--- src/rtl/board_pkg.sv ---
// ----------------------------------------------------------------------------
// board_pkg
// Shared geometry, colour constants and sweep FSM state type for the game
// board store (board_ctrl) and its row-full reduction (board_row_full).
//
// Contents:
//   ROWS, COLS, CW  - playfield rows (row 0 is the top), columns, colour width
//   ROW_AW, COL_AW  - address widths of the row / column ports
//   COLOR_EMPTY     - colour code of an empty cell
//   row_t           - one packed board row, COLS cells of CW bits
//   state_e         - sweep FSM states
// ----------------------------------------------------------------------------
package board_pkg;

    localparam int unsigned ROWS   = 20;
    localparam int unsigned COLS   = 10;
    localparam int unsigned CW     = 5;
    localparam int unsigned ROW_AW = 5;
    localparam int unsigned COL_AW = 4;

    localparam logic [CW-1:0] COLOR_EMPTY = '0;

    // Cell c of a row lives at [c]; the whole row is COLS*CW bits.
    typedef logic [COLS-1:0][CW-1:0] row_t;

    typedef enum logic [1:0] {
        IDLE,
        SCAN,
        SHIFT,
        DONE
    } state_e;

endpackage

--- src/rtl/board_row_full.sv ---
// ----------------------------------------------------------------------------
// board_row_full
// Combinational reduction of one board row to a "full" flag: the row is full
// when every one of its COLS cells holds a non-empty colour code.
//
// Ports:
//   i_row   in   COLS*CW  packed row, cell c at bits [c*CW +: CW]
//   o_full  out  1        all cells non-empty
// ----------------------------------------------------------------------------
module board_row_full
    import board_pkg::*;
(
    input  logic [COLS*CW-1:0] i_row,
    output logic               o_full
);

    always_comb begin
        o_full = 1'b1;
        for (int c = 0; c < COLS; c++) begin
            if (i_row[c*CW +: CW] == COLOR_EMPTY) begin
                o_full = 1'b0;
            end
        end
    end

endmodule

--- src/rtl/board_ctrl.sv ---
// ----------------------------------------------------------------------------
// board_ctrl
// Game-board store and line-clear engine feeding the VGA map renderer.
// Holds the ROWS x COLS playfield as CW-bit colour codes (0 = empty).
// Game logic writes cells through a valid/ready port; the renderer reads
// through a registered (1-cycle latency) port that is never stalled.
// A clr_start pulse launches a sweep that scans rows bottom-up, removes each
// full row by shifting everything above it down one row, re-checks the same
// row (cascades), and finally pulses clr_done with the number of rows cleared.
//
// Build option:
//   TOTAL_LINES_EN - adds total_lines, a saturating running sum of clr_lines
//                    for the score display.
//
// Ports:
//   CLOCK_50     in   1   system clock
//   RESET_N      in   1   asynchronous active-low reset
//   wr_valid     in   1   cell-write request
//   wr_ready     out  1   high in IDLE; write taken on wr_valid && wr_ready
//   wr_row       in   5   write row (out-of-range writes are taken and dropped)
//   wr_col       in   4   write column
//   wr_color     in   CW  colour code to store
//   rd_row       in   5   renderer read row
//   rd_col       in   4   renderer read column
//   rd_color     out  CW  registered cell contents, 0 when out of range
//   clr_start    in   1   sweep request pulse, ignored while busy
//   busy         out  1   sweep in progress (SCAN, SHIFT, DONE)
//   clr_done     out  1   one-cycle end-of-sweep pulse
//   clr_lines    out  5   rows cleared by the last sweep
//   total_lines  out  16  (TOTAL_LINES_EN only) saturating total of clr_lines
// ----------------------------------------------------------------------------
module board_ctrl
    import board_pkg::*;
(
    input  logic              CLOCK_50,
    input  logic              RESET_N,
    input  logic              wr_valid,
    output logic              wr_ready,
    input  logic [ROW_AW-1:0] wr_row,
    input  logic [COL_AW-1:0] wr_col,
    input  logic [CW-1:0]     wr_color,
    input  logic [ROW_AW-1:0] rd_row,
    input  logic [COL_AW-1:0] rd_col,
    output logic [CW-1:0]     rd_color,
    input  logic              clr_start,
    output logic              busy,
    output logic              clr_done,
    output logic [4:0]        clr_lines
`ifdef TOTAL_LINES_EN
    ,
    output logic [15:0]       total_lines
`endif
);

    // ------------------------------------------------------------------------
    // State
    // ------------------------------------------------------------------------
    row_t              r_board [ROWS];
    state_e            r_state;
    state_e            w_state_nxt;
    logic [ROW_AW-1:0] r_scan_row;   // row under test in SCAN
    logic [ROW_AW-1:0] w_scan_row_nxt;
    logic [ROW_AW-1:0] r_shift_row;  // destination row of the current SHIFT step
    logic [ROW_AW-1:0] w_shift_row_nxt;
    logic [4:0]        r_count;      // rows cleared so far in this sweep
    logic [4:0]        w_count_nxt;
    logic [4:0]        r_clr_lines;
    logic [CW-1:0]     r_rd_color;

    logic              w_wr_fire;
    logic              w_wr_in_range;
    logic              w_rd_in_range;
    logic              w_row_full;
    logic              w_enter_done;
    row_t              w_scan_data;

    assign w_wr_fire     = wr_valid && wr_ready;
    assign w_wr_in_range = (wr_row < ROW_AW'(ROWS)) && (wr_col < COL_AW'(COLS));
    assign w_rd_in_range = (rd_row < ROW_AW'(ROWS)) && (rd_col < COL_AW'(COLS));

    // r_scan_row only ever holds ROWS-1 down to 0, so this index is in range.
    assign w_scan_data = r_board[r_scan_row];

    board_row_full u_row_full (
        .i_row  (w_scan_data),
        .o_full (w_row_full)
    );

    // Last row scanned and not full: the sweep ends on the next edge.
    assign w_enter_done = (r_state == SCAN) && !w_row_full && (r_scan_row == '0);

    // ------------------------------------------------------------------------
    // Sweep FSM
    // ------------------------------------------------------------------------
    always_ff @(posedge CLOCK_50 or negedge RESET_N) begin
        if (!RESET_N) begin
            r_state     <= IDLE;
            r_scan_row  <= '0;
            r_shift_row <= '0;
            r_count     <= '0;
        end else begin
            r_state     <= w_state_nxt;
            r_scan_row  <= w_scan_row_nxt;
            r_shift_row <= w_shift_row_nxt;
            r_count     <= w_count_nxt;
        end
    end

    always_comb begin
        w_state_nxt     = r_state;
        w_scan_row_nxt  = r_scan_row;
        w_shift_row_nxt = r_shift_row;
        w_count_nxt     = r_count;

        unique case (r_state)
            IDLE: begin
                if (clr_start) begin
                    w_state_nxt    = SCAN;
                    w_scan_row_nxt = ROW_AW'(ROWS - 1);
                    w_count_nxt    = '0;
                end
            end
            SCAN: begin
                if (w_row_full) begin
                    w_state_nxt     = SHIFT;
                    w_shift_row_nxt = r_scan_row;
                end else if (r_scan_row == '0) begin
                    w_state_nxt = DONE;
                end else begin
                    w_scan_row_nxt = r_scan_row - ROW_AW'(1);
                end
            end
            SHIFT: begin
                if (r_shift_row == '0) begin
                    // Shift finished; re-scan the same row since the row that
                    // just dropped into it may itself be full.
                    w_state_nxt = SCAN;
                    w_count_nxt = r_count + 5'd1;
                end else begin
                    w_shift_row_nxt = r_shift_row - ROW_AW'(1);
                end
            end
            DONE: begin
                w_state_nxt = IDLE;
            end
            default: begin
                w_state_nxt = IDLE;
            end
        endcase
    end

    // ------------------------------------------------------------------------
    // Cell array: shifted one row per cycle in SHIFT, written in IDLE.
    // ------------------------------------------------------------------------
    always_ff @(posedge CLOCK_50 or negedge RESET_N) begin
        if (!RESET_N) begin
            for (int r = 0; r < ROWS; r++) begin
                r_board[r] <= '0;
            end
        end else if (r_state == SHIFT) begin
            if (r_shift_row == '0) begin
                r_board[0] <= '0;
            end else begin
                r_board[r_shift_row] <= r_board[r_shift_row - ROW_AW'(1)];
            end
        end else if (w_wr_fire && w_wr_in_range) begin
            r_board[wr_row][wr_col] <= wr_color;
        end
    end

    // ------------------------------------------------------------------------
    // Read port and sweep result
    // ------------------------------------------------------------------------
    always_ff @(posedge CLOCK_50 or negedge RESET_N) begin
        if (!RESET_N) begin
            r_rd_color <= COLOR_EMPTY;
        end else if (w_rd_in_range) begin
            r_rd_color <= r_board[rd_row][rd_col];
        end else begin
            r_rd_color <= COLOR_EMPTY;
        end
    end

    // Latched on entry to DONE so clr_lines is already valid alongside clr_done.
    always_ff @(posedge CLOCK_50 or negedge RESET_N) begin
        if (!RESET_N) begin
            r_clr_lines <= '0;
        end else if (w_enter_done) begin
            r_clr_lines <= r_count;
        end
    end

`ifdef TOTAL_LINES_EN
    logic [15:0] r_total_lines;
    logic [16:0] w_total_sum;

    assign w_total_sum = {1'b0, r_total_lines} + 17'(r_count);

    always_ff @(posedge CLOCK_50 or negedge RESET_N) begin
        if (!RESET_N) begin
            r_total_lines <= '0;
        end else if (w_enter_done) begin
            r_total_lines <= w_total_sum[16] ? 16'hFFFF : w_total_sum[15:0];
        end
    end

    assign total_lines = r_total_lines;
`endif

    assign wr_ready  = (r_state == IDLE);
    assign busy      = (r_state != IDLE);
    assign clr_done  = (r_state == DONE);
    assign clr_lines = r_clr_lines;
    assign rd_color  = r_rd_color;

endmodule
--- config.mk ---
export PLATFORM = sky130hd
export DESIGN_NAME = board_ctrl
export DESIGN_NICKNAME = d
export VERILOG_FILES = /design/src/rtl/board_pkg.sv /design/src/rtl/board_row_full.sv /design/src/rtl/board_ctrl.sv
export SDC_FILE = /design/constraint.sdc
export NUM_CORES = 2
export LEC_CHECK = 0
export BUFFER_PORTS_ARGS = -buffer_cell sky130_fd_sc_hd__buf_2
export CORE_MARGIN = 1.5
export CORE_UTILIZATION = 30
export CTS_BUF_LIST = sky130_fd_sc_hd__clkbuf_2 sky130_fd_sc_hd__clkbuf_4 sky130_fd_sc_hd__clkbuf_8
export CTS_CLUSTER_SIZE = 28
export DETAILED_ROUTE_END_ITERATION = 8
export MAX_ROUTING_LAYER = met4
export PLACE_DENSITY = 0.56
export SYNTH_ARGS = -nofsm -noshare
export SYNTH_HDL_FRONTEND = slang
export SYNTH_HIERARCHICAL = 1
export SYNTH_SLANG_ARGS = --single-unit
--- constraint.sdc ---
create_clock -name CLOCK_50 -period 4.9 [get_ports CLOCK_50]
set_input_delay 0 -clock CLOCK_50 [delete_from_list [all_inputs] [get_ports CLOCK_50]]
set_output_delay 0 -clock CLOCK_50 [all_outputs]
set_load 0.05 [all_outputs]
# Word-level counts from Yosys, hierarchy flattened
# Cells that the tools add are included.
# word_totals
wordCells	320
inputBits	27
regBits	1027
# op_classes
reduce_logical	33
magnitude_cmp	14
mux	49
add_sub_neg	3
n_bitwise	5
n_eq_ne	10
# ops
cell	count
$bwmux 1000	2
$mux 1000	2
$mux 950	1
$bmux 50 s5	3
$demux 50 s5	2
$mux 50	9
$logic_not 5->1	12
$mux 5	10
$ge 6x6->1 const B	5
$not 5->6	5
$pmux 5 s2	3
$bmux 5 s4	1
$demux 5 s4	1
$lt 6x1->1 const B	2
$lt 4x5->1 const B	2
$lt 5x5->1 const B	2
$mux 1	10
$ne 2x2->1 const B	5
$reduce_bool 2->1	5
$sub 5x1->5 const B	2
$logic_and 1x1->1	9
$reduce_and 3->1	3
$lt 4x4->1 const B	2
$mux 2	4
other kinds (11)	12

# Longest topological paths before layout
# depth
depth_word	18
mapped_depth	17
ltp_nobuf	13

# Hierarchy
# The synthesis kept the hierarchy.
# by_module_without_submodules
module	cells_per_inst	area_each_um2	n_inst
board_ctrl	5823	70421.3	1
board_row_full	23	131.4	1

# Least setup slack after synthesis
# No wires, ideal clock.
# synth_timing
path_kind	register to register
start	register r_scan_row[0]
end	register r_clr_lines[0], in the netlist clr_lines[0]
setup_ns	0.125
path_stages_with_launch	15
path_slack_ns	0.672
arrival_ns	4.103
required_ns	4.775
cell_sequence	dfrtp_1 -> buf_2 -> buf_2 -> buf_1 -> mux4_2 -> mux4_2 -> inv_1 -> o21ai_0 -> or4_1 -> o22ai_1 -> nor3_1 -> and3_1 -> or3_1 -> clkbuf_1 -> mux2_2
# synth_rtl
item	line	text
start: declaration	board_ctrl.sv:61	logic [ROW_AW-1:0] r_scan_row;
start signal: assignment	board_ctrl.sv:103	r_scan_row <= w_scan_row_nxt;
end signal: assignment	board_ctrl.sv:189	r_clr_lines <= r_count;
end: declaration	board_ctrl.sv:67	logic [4:0] r_clr_lines;

==> results.yml <==
status:
  status: "complete, no violations"
floorplan:
  core_um2: 233000
  die_area_um2: 238000
  fp.dieH_um: 488
  die_w_um: 488
  rows: 177
  start_util_pct: 30.3
  pin_count: 40
cts:
  cts_buffers: 188
  cts_sinks: 1027
  root_buffer: "clkbuf_8"
  cts_tree: "done"
  cts_buffer_depth: 3
  clk_pin_slew_ns: 0.07
  post_cts_buffers: 0
  htree_levels: 4
  clock_latency_ns: 1.00
cells_and_area:
  layout.nets: 5809
  final_common_cell: "dfrtp_1"
  final_core_util_pct: 34.3
  most-common-layout-cells: "dfrtp_1, mux2_2, mux4_2"
  syn2layout_area_growth_pct: 13.3
  final_cells: 9075
  layout-drive-gt1-share_pct: 42.6
logic_synthesis:
  muxShareOfSynthArea_pct: 42.1
  synth_top_area_share_pct: 36.4
  synth-async-reset-ratio_pct: 100
  synthSimpleGateAreaFrac_pct: 4.62
  synth-xor-area-share_pct: 0.145
  synth-seq-area-share_pct: 36.4
  synth_fa_ha_area_share_pct: 0.142
  synth_cells: 5846
  ys_seq_elements: 1027
  synth.distinct_cells: 69
  ys_warn_count: 6
  syn_avg_cell_area_um2: 12.1
  synth_top_family_by_area: "multiplexers"
  syn_area_um2: 70600
  ys.flop_type: "dfrtp_1"
  synth-compound-area-share_pct: 12.4
  yosys.area.top_type: "dfrtp_1"
  synth_nets: 5881
  synth-edff-count: 0
  ys_top_cells_by_area: "dfrtp_1, mux4_2, mux2_2"
critical_path:
  worstPathCellList: "buf_12 > buf_12 > mux4_2 > mux4_2 > inv_1 > o21ai_0 > or4_1 > nor2_1 > buf_4 > nor3_1 > and3_1 > nand3b_1 > a21oi_1 > nor2_1 > a31oi_1"
  required_ns: 5.74
  critPathSlowestCell: "mux4_2"
  cpPeakStageDelay_ns: 0.54
  cpLargestDelayFamily: "simple AND/OR/NAND/NOR gates"
  path_buf_inv: 4
  crit_fanout: 37
  start_kind: "register"
  criticalPathCategory: "reg2reg"
  end_kind: "register"
  cp.arrival_ns: 5.57
grt:
  grt_pass1_vias: 57679
  grt_usage_pct: 25.6
  antenna_found_initial: 16
  grt_pass1_wl_mm: 431
  grt_overflow: 0
  grt_start_max_net_pins: 171
power_and_ir_drop:
  power.leakage_nw: 32.4
  ir_drop_uv: 390
  power_mw: 24.3
  power_density_nw_per_um2: 304
detailed_routing:
  drt-vias-per-instance: 6.49
  totalWireLength_mm: 300
  drtAntennaViolNets: 0
  vias: 58886
  wire_per_inst_um: 33.1
  dr.first_iter.drc_count: 8394
  firstDrtPassIters: 8
  drc: 0
timing:
  slew_headroom_pct: 5.71
  setup_violations: 0
  rsz0062_at_grt: "false"
  min_period_ns: 4.74
  finalHoldViolCount: 0
  fmax_mhz: 211
  fin_crit_sh_pct: 96.7
  clock_skew_ns: 0.0574
  setup_tns_ns: 0
  worst_pin_slew_ns: 1.41
  slew_viol_final: 0
  timing.final.ws_setup_ns: 0.164
placement:
  pre_cts_slack_ns: 0.193
  place_congestion: 0.981
  port_buffers: 39
  numPlacedInstances: 8700
  hpwlAfterDp_mm: 194
worst_hold_path:
  min_path_type: "in2reg"
flow_run:
  cap_violations: 0
[cells in the mapped netlist, types with 29 or more instances]
| cell type | number |
|---|---|
| mux4_2 | 773 |
| buf_2 | 93 |
| dfrtp_1 | 1027 |
| clkbuf_1 | 375 |
| buf_1 | 43 |
| inv_1 | 59 |
| mux2i_1 | 145 |
| nor3_1 | 33 |
| o211ai_1 | 49 |
| a32oi_2 | 34 |
| o22ai_1 | 37 |
| o21ai_0 | 756 |
| nand2_1 | 255 |
| mux2_2 | 963 |
| nor2_1 | 254 |
| nand3_1 | 80 |
| o21a_1 | 46 |
| buf_4 | 54 |
| a21oi_1 | 227 |
| nor2b_1 | 29 |
| o21ai_1 | 275 |
[layer usage]
metal | vias up | track usage, % | routed length (um) | share of wire, %
li1 | 22621 | - | - | -
met1 | 30759 | 31.9 | 113000 | 38
met2 | 4423 | 36.0 | 129000 | 43
met3 | 1083 | 8.34 | 37700 | 13
met4 | 0 | 15.3 | 20700 | 6.9
met5 | - | - | 0 | 0
[registers in the layout, summed over array words and instances (netlist names)]
| signal | cells |
|---|---|
| rd_color | 5 |
| r_scan_row | 5 |
| r_state | 2 |
| r_count | 5 |
| r_shift_row | 5 |
| clr_lines | 5 |
| r_board | 1000 |
[layout make-up]
| type | count | area (um2) |
|---|---|---|
| repair buffers | 336 | 3290 |
| diodes | 14 | 35.0 |
| flip-flops and latches | 1027 | 25700 |
| well taps | 3132 | 3920 |
| multi-input cells | 4162 | 42400 |
| clock inverters | 60 | 718 |
| clock buffers | 285 | 3680 |
| fillers | 22855 | 153000 |
| inverters | 59 | 221 |
[where the power goes]
part	internal [mW]	switching, mW	total (mW)
sequential	8.77	0.432	9.20
combinational	2.16	3.25	5.40
clock	5.56	4.16	9.73
[metrics by stage]
stage | instance area (um2) | hold slack [ns]
final | 79900 | 0.0738
after global routing | 79900 | 0.0591
after CTS | 79900 | 0.0249
after detailed placement | 75300 | 0.127
after global placement | 75200 | 0.127
after floorplan | 70600 | -0.296
[logic make-up (layout without fill, tap and decap cells)]
kind of cell             Yosys count  count (layout)
AND/OR/NAND/NOR                  735             735
XOR/XNOR                          10              10
adder cells (fa/ha/maj)            8               8
buffers and inverters            657             740
other                              0              14
multiplexers                    1881            1881
flip-flops                      1027            1027
AO/OA/AOI/OAI                   1528            1528
[path summary, 6_finish.rpt]
path | startpoint | to | slack, ns | cells after the start
max in group asynchronous | RESET_N | r_board[184] | 3.48 | 4
setup reg to reg | r_scan_row[0] | r_scan_row[1] | 0.16 | 15
hold reg to reg | clr_lines[3] | clr_lines[3] | 0.50 | 1
hold / removal | wr_color[3] | r_board[998] | 0.07 | 3
min in group asynchronous | RESET_N | r_board[92] | 0.45 | 4
setup / recovery | r_scan_row[0] | r_scan_row[1] | 0.16 | 15
[worst reg2reg max path, stage by stage, from the launching register on]
cell	delay, ns
dfrtp_4	0.51
buf_12	0.27
buf_12	0.34
mux4_2	0.60
mux4_2	0.47
inv_1	0.10
o21ai_0	0.10
or4_1	0.54
nor2_1	0.14
buf_4	0.22
nor3_1	0.12
and3_1	0.29
nand3b_1	0.19
a21oi_1	0.31
nor2_1	0.07
a31oi_1	0.32
[repair_timing]
| item | 4_1_cts | 5_1_grt |
|---|---|---|
| setup endpoints to repair | 0 | 1 |
| endpoints found under the hold margin | 1179 | 0 |
| resized for setup | 0 | 1 |
| hold buffers | 16 | 0 |
Note: power is estimated with default switching activity, not from simulation.
